`config.mk`:
```
export PLATFORM = sky130hd
export DESIGN_NAME = ex_stage
export DESIGN_NICKNAME = d
export VERILOG_FILES = /design/src/rtl/mips_pkg.sv /design/src/rtl/muldiv_unit.sv /design/src/rtl/ex_stage.sv
export SDC_FILE = /design/constraint.sdc
export NUM_CORES = 2
export LEC_CHECK = 0
export BUFFER_PORTS_ARGS = -buffer_cell sky130_fd_sc_hd__buf_4
export CORE_MARGIN = 2
export CORE_UTILIZATION = 35
export CTS_BUF_LIST = sky130_fd_sc_hd__clkbuf_8 sky130_fd_sc_hd__clkbuf_16
export DETAILED_ROUTE_END_ITERATION = 8
export GPL_TIMING_DRIVEN = 0
export HOLD_SLACK_MARGIN = 0.05
export PLACE_DENSITY = 0.52
export SLEW_MARGIN = 10
export SYNTH_ARGS = -nofsm -noshare
export SYNTH_HDL_FRONTEND = slang
export SYNTH_SLANG_ARGS = --single-unit
```
`constraint.sdc`:
```
create_clock -name clk -period 9.6 [get_ports clk]
set_clock_uncertainty 0.15 [all_clocks]
set_input_delay 0 -clock clk [delete_from_list [all_inputs] [get_ports clk]]
set_output_delay 0 -clock clk [all_outputs]
set_load 0.005 [all_outputs]
```
`src/rtl/mips_pkg.sv`:
```
// Shared definitions for the MIPS32 execute stage: datapath width, iteration
// count of the multiply/divide unit, opcode and funct encodings, ALU control
// and multiply/divide FSM state types, plus a small decode helper.
package mips_pkg;

  localparam int DATA_W  = 32;
  localparam int MD_ITER = 32;

  // Opcodes
  localparam logic [5:0] OP_RTYPE = 6'h00;
  localparam logic [5:0] OP_J     = 6'h02;
  localparam logic [5:0] OP_JAL   = 6'h03;
  localparam logic [5:0] OP_BEQ   = 6'h04;
  localparam logic [5:0] OP_BNE   = 6'h05;
  localparam logic [5:0] OP_SLTI  = 6'h0A;
  localparam logic [5:0] OP_SLTIU = 6'h0B;
  localparam logic [5:0] OP_ANDI  = 6'h0C;
  localparam logic [5:0] OP_ORI   = 6'h0D;
  localparam logic [5:0] OP_XORI  = 6'h0E;
  localparam logic [5:0] OP_LUI   = 6'h0F;

  // R-type funct codes
  localparam logic [5:0] F_SLL   = 6'h00;
  localparam logic [5:0] F_SRL   = 6'h02;
  localparam logic [5:0] F_SRA   = 6'h03;
  localparam logic [5:0] F_MFHI  = 6'h10;
  localparam logic [5:0] F_MFLO  = 6'h12;
  localparam logic [5:0] F_MULT  = 6'h18;
  localparam logic [5:0] F_MULTU = 6'h19;
  localparam logic [5:0] F_DIV   = 6'h1A;
  localparam logic [5:0] F_DIVU  = 6'h1B;
  localparam logic [5:0] F_ADD   = 6'h20;
  localparam logic [5:0] F_ADDU  = 6'h21;
  localparam logic [5:0] F_SUB   = 6'h22;
  localparam logic [5:0] F_SUBU  = 6'h23;
  localparam logic [5:0] F_AND   = 6'h24;
  localparam logic [5:0] F_OR    = 6'h25;
  localparam logic [5:0] F_XOR   = 6'h26;
  localparam logic [5:0] F_NOR   = 6'h27;
  localparam logic [5:0] F_SLT   = 6'h2A;
  localparam logic [5:0] F_SLTU  = 6'h2B;

  typedef enum logic [1:0] {
    ADD   = 2'b00,
    SUB   = 2'b01,
    RTYPE = 2'b10,
    ITYPE = 2'b11
  } alu_op_e;

  typedef enum logic [1:0] {
    MD_IDLE = 2'b00,
    MD_BUSY = 2'b01,
    MD_DONE = 2'b10
  } md_state_e;

  // mult/multu/div/divu occupy funct 18..1B
  function automatic logic is_muldiv(input logic [5:0] funct);
    return funct[5:2] == 4'b0110;
  endfunction

endpackage

```
`src/rtl/muldiv_unit.sv`:
```
// Iterative multiply/divide unit with HI/LO registers.
// One shift-add (multiply) or restoring-subtract (divide) step per cycle on
// operand magnitudes; signs are applied when the last step writes HI/LO.
//
// state   | meaning
// --------+-----------------------------------------------------------
// MD_IDLE | waiting; a start latches |operands| and signs, stalls now
// MD_BUSY | MD_ITER iteration cycles, stall held; last one writes hi/lo
// MD_DONE | op retires (stall low); always returns to MD_IDLE
//
// Ports:
//   clk, rst_n  clock, async active-low reset
//   start_i     muldiv instruction present in EX
//   op_i        funct[1:0]: 00 mult, 01 multu, 10 div, 11 divu
//   rs_i, rt_i  operands (rs = multiplicand/dividend, rt = multiplier/divisor)
//   stall_o     hold the front end
//   hi_o, lo_o  HI/LO registers
module muldiv_unit
  import mips_pkg::*;
(
  input  logic              clk,
  input  logic              rst_n,
  input  logic              start_i,
  input  logic [1:0]        op_i,
  input  logic [DATA_W-1:0] rs_i,
  input  logic [DATA_W-1:0] rt_i,
  output logic              stall_o,
  output logic [DATA_W-1:0] hi_o,
  output logic [DATA_W-1:0] lo_o
);

  md_state_e         state_q, state_d;
  logic [4:0]        count_q, count_d;
  logic [DATA_W-1:0] a_q, a_d;        // multiplicand or divisor magnitude
  logic [DATA_W-1:0] p_hi_q, p_hi_d;  // partial product high / remainder
  logic [DATA_W-1:0] p_lo_q, p_lo_d;  // multiplier / dividend -> quotient
  logic              is_div_q, is_div_d;
  logic              qneg_q, qneg_d;  // product or quotient is negative
  logic              rneg_q, rneg_d;  // remainder follows dividend sign
  logic              dz_q, dz_d;
  logic [DATA_W-1:0] hi_q, hi_d, lo_q, lo_d;

  logic              a_neg, b_neg;
  logic [DATA_W-1:0] rs_abs, rt_abs;
  logic [DATA_W:0]   mul_sum, rem_sh, diff;
  logic [DATA_W-1:0] step_hi, step_lo;
  logic [2*DATA_W-1:0] product, prod_fix;
  logic [DATA_W-1:0] quot_fix, rem_fix;

  always_comb begin
    a_neg  = ~op_i[0] & rs_i[DATA_W-1];
    b_neg  = ~op_i[0] & rt_i[DATA_W-1];
    rs_abs = a_neg ? -rs_i : rs_i;
    rt_abs = b_neg ? -rt_i : rt_i;

    mul_sum = {1'b0, p_hi_q} + (p_lo_q[0] ? {1'b0, a_q} : '0);
    // Restoring step: diff[DATA_W] set means the trial subtraction underflowed
    rem_sh  = {p_hi_q, p_lo_q[DATA_W-1]};
    diff    = rem_sh - {1'b0, a_q};

    if (is_div_q) begin
      step_hi = diff[DATA_W] ? rem_sh[DATA_W-1:0] : diff[DATA_W-1:0];
      step_lo = {p_lo_q[DATA_W-2:0], ~diff[DATA_W]};
    end else begin
      step_hi = mul_sum[DATA_W:1];
      step_lo = {mul_sum[0], p_lo_q[DATA_W-1:1]};
    end

    product  = {step_hi, step_lo};
    prod_fix = qneg_q ? -product : product;
    // Divide by zero: quotient saturates, remainder is the dividend itself
    quot_fix = dz_q ? '1 : (qneg_q ? -step_lo : step_lo);
    rem_fix  = rneg_q ? -step_hi : step_hi;
  end

  always_comb begin
    state_d  = state_q;
    count_d  = count_q;
    a_d      = a_q;
    p_hi_d   = p_hi_q;
    p_lo_d   = p_lo_q;
    is_div_d = is_div_q;
    qneg_d   = qneg_q;
    rneg_d   = rneg_q;
    dz_d     = dz_q;
    hi_d     = hi_q;
    lo_d     = lo_q;
    case (state_q)
      MD_IDLE: begin
        if (start_i) begin
          state_d  = MD_BUSY;
          count_d  = '0;
          is_div_d = op_i[1];
          a_d      = op_i[1] ? rt_abs : rs_abs;
          p_hi_d   = '0;
          p_lo_d   = op_i[1] ? rs_abs : rt_abs;
          qneg_d   = a_neg ^ b_neg;
          rneg_d   = a_neg;
          dz_d     = op_i[1] & (rt_i == '0);
        end
      end
      MD_BUSY: begin
        p_hi_d  = step_hi;
        p_lo_d  = step_lo;
        count_d = count_q + 5'd1;
        if (count_q == 5'(MD_ITER - 1)) begin
          state_d = MD_DONE;
          if (is_div_q) begin
            hi_d = rem_fix;
            lo_d = quot_fix;
          end else begin
            {hi_d, lo_d} = prod_fix;
          end
        end
      end
      MD_DONE: state_d = MD_IDLE;
      default: state_d = MD_IDLE;
    endcase
  end

  always_ff @(posedge clk or negedge rst_n) begin
    if (!rst_n) begin
      state_q  <= MD_IDLE;
      count_q  <= '0;
      a_q      <= '0;
      p_hi_q   <= '0;
      p_lo_q   <= '0;
      is_div_q <= 1'b0;
      qneg_q   <= 1'b0;
      rneg_q   <= 1'b0;
      dz_q     <= 1'b0;
      hi_q     <= '0;
      lo_q     <= '0;
    end else begin
      state_q  <= state_d;
      count_q  <= count_d;
      a_q      <= a_d;
      p_hi_q   <= p_hi_d;
      p_lo_q   <= p_lo_d;
      is_div_q <= is_div_d;
      qneg_q   <= qneg_d;
      rneg_q   <= rneg_d;
      dz_q     <= dz_d;
      hi_q     <= hi_d;
      lo_q     <= lo_d;
    end
  end

  assign stall_o = (state_q == MD_BUSY) || ((state_q == MD_IDLE) && start_i);
  assign hi_o    = hi_q;
  assign lo_o    = lo_q;

endmodule

```
`src/rtl/ex_stage.sv`:
```
// MIPS32 execute stage: combinational ALU, branch/jump resolution and the
// iterative multiply/divide unit (the only sequential path).
//
// Ports:
//   clk, rst_n                    clock, async active-low reset
//   alu_src_in, reg_dst_in        B operand select, destination select
//   branch_in, jump_in, jump_reg_in  control-flow type
//   alu_op_in, opcode_in, funct_in   ALU control
//   pc4_in, rdata1_in, rdata2_in, imm_ext_in, instr_index_in, rt_in, rd_in
//   alu_result_out, store_data_out, write_reg_out   to EX/MEM
//   redirect_out, redirect_pc_out  PC redirect on taken branch/jump
//   ex_stall_out                   front-end hold while mult/div is busy
module ex_stage
  import mips_pkg::*;
(
  input  logic              clk,
  input  logic              rst_n,
  input  logic              alu_src_in,
  input  logic              reg_dst_in,
  input  logic              branch_in,
  input  logic              jump_in,
  input  logic              jump_reg_in,
  input  logic [1:0]        alu_op_in,
  input  logic [5:0]        opcode_in,
  input  logic [5:0]        funct_in,
  input  logic [DATA_W-1:0] pc4_in,
  input  logic [DATA_W-1:0] rdata1_in,
  input  logic [DATA_W-1:0] rdata2_in,
  input  logic [DATA_W-1:0] imm_ext_in,
  input  logic [25:0]       instr_index_in,
  input  logic [4:0]        rt_in,
  input  logic [4:0]        rd_in,
  output logic [DATA_W-1:0] alu_result_out,
  output logic [DATA_W-1:0] store_data_out,
  output logic [4:0]        write_reg_out,
  output logic              redirect_out,
  output logic [DATA_W-1:0] redirect_pc_out,
  output logic              ex_stall_out
);

  logic [DATA_W-1:0] op_a, op_b, sum_ab, diff_ab, alu_res;
  logic [DATA_W-1:0] hi, lo;
  logic [4:0]        shamt;
  logic              md_start, md_stall, br_taken;

  assign op_a    = rdata1_in;
  assign op_b    = alu_src_in ? imm_ext_in : rdata2_in;
  assign sum_ab  = op_a + op_b;
  assign diff_ab = op_a - op_b;
  assign shamt   = imm_ext_in[10:6];

  assign md_start = (alu_op_e'(alu_op_in) == RTYPE) && is_muldiv(funct_in);

  muldiv_unit u_muldiv (
    .clk     (clk),
    .rst_n   (rst_n),
    .start_i (md_start),
    .op_i    (funct_in[1:0]),
    .rs_i    (rdata1_in),
    .rt_i    (rdata2_in),
    .stall_o (md_stall),
    .hi_o    (hi),
    .lo_o    (lo)
  );

  always_comb begin
    alu_res = sum_ab;
    case (alu_op_e'(alu_op_in))
      ADD: alu_res = sum_ab;
      SUB: alu_res = diff_ab;
      RTYPE: begin
        case (funct_in)
          F_ADD, F_ADDU: alu_res = sum_ab;
          F_SUB, F_SUBU: alu_res = diff_ab;
          F_AND:  alu_res = op_a & op_b;
          F_OR:   alu_res = op_a | op_b;
          F_XOR:  alu_res = op_a ^ op_b;
          F_NOR:  alu_res = ~(op_a | op_b);
          F_SLT:  alu_res = {31'd0, $signed(op_a) < $signed(op_b)};
          F_SLTU: alu_res = {31'd0, op_a < op_b};
          F_SLL:  alu_res = op_b << shamt;
          F_SRL:  alu_res = op_b >> shamt;
          F_SRA:  alu_res = 32'($signed(op_b) >>> shamt);
          F_MFHI: alu_res = hi;
          F_MFLO: alu_res = lo;
          default: alu_res = sum_ab;
        endcase
      end
      ITYPE: begin
        case (opcode_in)
          OP_ANDI:  alu_res = op_a & op_b;
          OP_ORI:   alu_res = op_a | op_b;
          OP_XORI:  alu_res = op_a ^ op_b;
          OP_SLTI:  alu_res = {31'd0, $signed(op_a) < $signed(op_b)};
          OP_SLTIU: alu_res = {31'd0, op_a < op_b};
          OP_LUI:   alu_res = {op_b[15:0], 16'd0};
          default:  alu_res = sum_ab;
        endcase
      end
      default: alu_res = sum_ab;
    endcase
  end

  assign br_taken = branch_in &&
                    (((opcode_in == OP_BEQ) && (op_a == op_b)) ||
                     ((opcode_in == OP_BNE) && (op_a != op_b)));

  always_comb begin
    if (jump_reg_in)
      redirect_pc_out = rdata1_in;
    else if (jump_in)
      redirect_pc_out = {pc4_in[31:28], instr_index_in, 2'b00};
    else
      redirect_pc_out = pc4_in + (imm_ext_in << 2);
  end

  // A control-flow instruction waiting behind a busy mult/div must not
  // redirect until the stall has released.
  assign redirect_out   = (jump_reg_in || jump_in || br_taken) && !md_stall;
  assign ex_stall_out   = md_stall;
  assign alu_result_out = alu_res;
  assign store_data_out = rdata2_in;
  assign write_reg_out  = reg_dst_in ? rd_in : rt_in;

endmodule

```
==> run_results.csv <==
group,metric,value,unit
final_layout,post-route-cell-area,32730,sq um
cts,cts_max_path_buffers,2,
grt,antenna_found_initial,15,
logic_synthesis,async_flop_share,100.0,%
power,p_int,2853,uW
die,die_h,287.5,um
cts,cts.clk_slew.worst_paths,0.07,ns
hold_path,hp-start,"rdata1_in[22]",
setup_path,crit_path_max_incr_delay,1.13,ns
timing,max_slew_margin,2.128,%
hold_path,min_path_type,"primary input to flip-flop",
grt,grt_max_degree,102,
logic_synthesis,synth.avg_cell_area,6.976,sq um
timing,hold_viol_final,0,
die,die_x,287.5,um
timing,final_max_slew_viol_count,0,
final_layout,drive_above_1_share,10.41,%
setup_path,r2r_start,"u_muldiv.p_hi_q[4]",
outcome,violations,"capacitance limit",
setup_path,start_kind,"primary input",
timing,fmax,0.1195,GHz
grt,grtUsageTotal,43.16,%
final_layout,seq_area,4279,sq um
setup_path,endpoint_kind,"primary output",
timing,setup_viol,0,
drt,final_antenna_net_count,0,
drt,vias_per_cell,6.466,
power,swShare,57.39,%
power,cellLeakagePower,0.01399,uW
power,total_power,6696,uW
logic_synthesis,ys_warn_count,0,
drt,first_pass_iters,7,
final_layout,area_growth,16.36,%
setup_path,r2r_cells,20,
logic_synthesis,ys.flop_type,"dfrtp_1",
final_layout,fin_nets,4785,
logic_synthesis,syn-num-nets,4442,
logic_synthesis,synth_seq_cells,171,
cts,clock-sinks,171,
logic_synthesis,syn_area,28130,sq um
setup_path,cp_max_fo,10,
power,p_switching,3843,uW
drt,finalWirelength,184900,um
setup_path,path_class,"primary input to primary output",
placement,port_buffers,276,
logic_synthesis,synth_edf_count,0,
power,comb_power_share,72.7,%
power,clock_power_share,10.6,%
timing,max_slew.worst_pin.slew,1.455,ns
die,core_area,79260,sq um
final_layout,fillers,8664,
logic_synthesis,synth.distinct_cells,89,
setup_path,worstSetupPathDepth,20,
timing,period_needed,8.366,ns
die,initial_utilization,35.49,%
logic_synthesis,synth.yosys.seq_area_share,15.21,%
timing,timing.setup.tns,0,ns
grt,grt_pass1_wl,252600,um
die,io_pins,288,
setup_path,cpLargestDelayFamily,"compound AO/OA/AOI/OAI gates",
placement,hpwl,154400,um
run,maxCapViolations,1,
grt,grt_pass1_vias,31950,
cts,cts_tree,"done",
drt,drc,0,
timing,rsz0062_at_grt,"false",
logic_synthesis,netlist_instances,4032,
setup_path,rrSetupSlack,2.82,ns
setup_path,crit_arrival,8.22,ns
setup_path,path_cells,"clkbuf_1, buf_1, clkbuf_1, nor2b_1, a21oi_1, ha_1, nor3_1, a21boi_0, o21ai_0, a21oi_1, o21ai_0, o211ai_1, a31oi_1, o21bai_1, a21o_1, xnor2_1, a2111o_1, a22oi_1, o22ai_1, buf_4",
die,die_area,82650,sq um
cts,h-tree-depth,4,
drt,dr.first_iter.drc_count,5607,
die,rows,103,
power,seqPwrFrac,16.6,%
setup_path,cp_num_buf_inv,4,
placement,placed_area,31780,sq um
final_layout,multi_input_area,21980,sq um
hold_path,min_to,"u_muldiv.a_q[22]",
timing,layout_setup_ws,1.234,ns
cts,clock_latency,0.46,ns
timing,period_share,87.15,%
power,powerDensity,204.6,nW/um^2
outcome,status,"complete, but fails checks",
cts,cts-buffers-inserted,17,
grt,grt_overflow_total,0,
drt,vias,35190,
placement,place_ws,1.563,ns
setup_path,timing.rr.end,"u_muldiv.hi_o[30]",
cts,root_buffer,"clkbuf_16",
setup_path,required,9.45,ns
cts,cts_setup_buffers,0,
setup_path,slowest_stage,"a21oi_1",
placement,gp_congestion,1.064,
power,ir_drop,0.1463,mV
hold_path,whs_path_depth,4,
drt,wire_per_inst,33.97,um
[kinds of logic (layout without fill, tap and decap cells)]
group	count (synthesis)	after routing	synth area share, %
AOI/OAI and AO/OA	1413	1413	31.43
xor gates and xnor gates	252	252	7.847
adders and majority gates	225	225	10.14
buffers and inverters	482	838	6.931
DFF	171	171	15.21
muxes	208	208	7.687
other	0	4	0
and+or+nand+nor	1281	1281	20.75
[stage by stage]
stage	hold slack, ns	instances	utilization (%)
floorplan	-0.4456	4032	-
global placement	0.01920	5358	39.76
detailed placement	-0.1378	5372	40.10
CTS	0.05187	5436	41.25
global route	0.08562	5438	41.28
finish	0.05995	5442	41.29
[how the worst max path moves through the flow]
stage | start | endpoint
after floorplan | u_muldiv.p_lo_q[31] | u_muldiv.hi_o[30]
after global placement | alu_src_in | alu_result_out[24]
after detailed placement | alu_src_in | alu_result_out[24]
after CTS | alu_src_in | alu_result_out[24]
after global routing | alu_src_in | alu_result_out[29]
final | alu_src_in | alu_result_out[29]
[registers in the layout, indices dropped and copies added, names as in the netlist]
register and count:
u_muldiv.a_q 32, u_muldiv.count_q 5, u_muldiv.dz_q 1, u_muldiv.hi_o 32, u_muldiv.is_div_q 1, u_muldiv.lo_o 32
u_muldiv.p_hi_q 32, u_muldiv.p_lo_q 32, u_muldiv.qneg_q 1, u_muldiv.rneg_q 1, u_muldiv.state_q 2
[placed cells by master (no fill, tap or decap), types with 21 or more instances in the layout]
master	count
clkbuf_1	197
o221ai_1	44
ha_1	220
o211ai_1	49
nand3_1	72
nand2b_1	39
inv_1	194
o21bai_1	33
nand2_1	459
o22ai_1	38
and3_1	22
mux2_2	21
nor2_1	399
a31oi_1	43
a211oi_1	58
a21o_1	51
and2_1	45
xnor2_1	177
a221oi_1	37
a22oi_1	24
xor2_1	75
dfrtp_1	171
o21ai_0	433
buf_1	42
a21oi_1	384
nor2b_1	27
nor3_1	89
mux2i_1	169
or3_1	30
buf_4	309
o21a_1	25
dlygate4sd3_1	32
[cell type report]
cell class / count / share of cell area, %
multi-input cells: 3379 / 67.16
inverters: 197 / 2.259
plain buffers: 285 / 3.697
diodes: 4 / 0.03058
repair buffers: 324 / 8.009
clock inverters: 14 / 0.4129
flip-flops and latches: 171 / 13.07
clock buffers: 18 / 1.342
well taps: 1050 / 4.014
[worst register-to-register path, cell delays in order (launching register included)]
cell and delay (ns):
dfrtp_1 0.48, ha_1 0.42, a21oi_1 0.21, nor3b_2 0.24, a21oi_2 0.14, a2111oi_4 0.59, nor4_4 0.15, nor3_2 0.59
nor4_2 0.26, a21oi_1 0.46, ha_1 0.29, and3_1 0.26, nand4_1 0.26, nor2_1 0.41, nand4_1 0.20, a21o_1 0.26
o41ai_1 0.48, or3_1 0.26, a41oi_1 0.15, xnor2_1 0.28, o21ai_1 0.09
[synthesized netlist by cell type, drive strengths merged, types with 43 or more instances]
| master | instances | area, sq um |
|---|---|---|
| buf | 88 | 470.5 |
| o221ai | 44 | 385.4 |
| a31oi | 43 | 269.0 |
| o211ai | 49 | 367.9 |
| o21ai | 446 | 2232 |
| a21oi | 385 | 1931 |
| nand3 | 72 | 360.4 |
| ha | 220 | 2753 |
| xnor2 | 177 | 1550 |
| nor3 | 94 | 501.7 |
| xor2 | 75 | 656.9 |
| inv | 194 | 728.2 |
| mux2i | 183 | 1836 |
| and2 | 45 | 281.5 |
| nor2 | 399 | 1498 |
| dfrtp | 171 | 4279 |
| nand2 | 459 | 1723 |
| clkbuf | 197 | 739.5 |
| a21o | 51 | 382.9 |
| a211oi | 61 | 467.9 |
[power by group through the flow]
| stage | Sequential [uW] | Combinational, uW | Clock, uW |
|---|---|---|---|
| global route | 1130 | 5130 | 746 |
| global placement | 1110 | 4670 | 0 |
| finish | 1110 | 4870 | 712 |
| floorplan | 1000 | 2970 | 0 |
| detailed placement | 1110 | 4670 | 0 |
| CTS | 1100 | 4700 | 714 |
[timing repair]
action | CTS | global route
gates resized for setup | 0 | 0
hold buffers | 32 | 1
endpoints found under the hold margin | 202 | 3
[routing by layer]
layer,part of all wire (%),wire (um),global-route usage [%],vias up
met4,4.9,9089,17.62,8
met1,42,78180,60.30,17200
li1,-,-,-,15230
met5,0.027,50,0,-
met3,12,22000,11.57,387
met2,41,75560,62.24,2368
(Power assumes the default switching activity.)
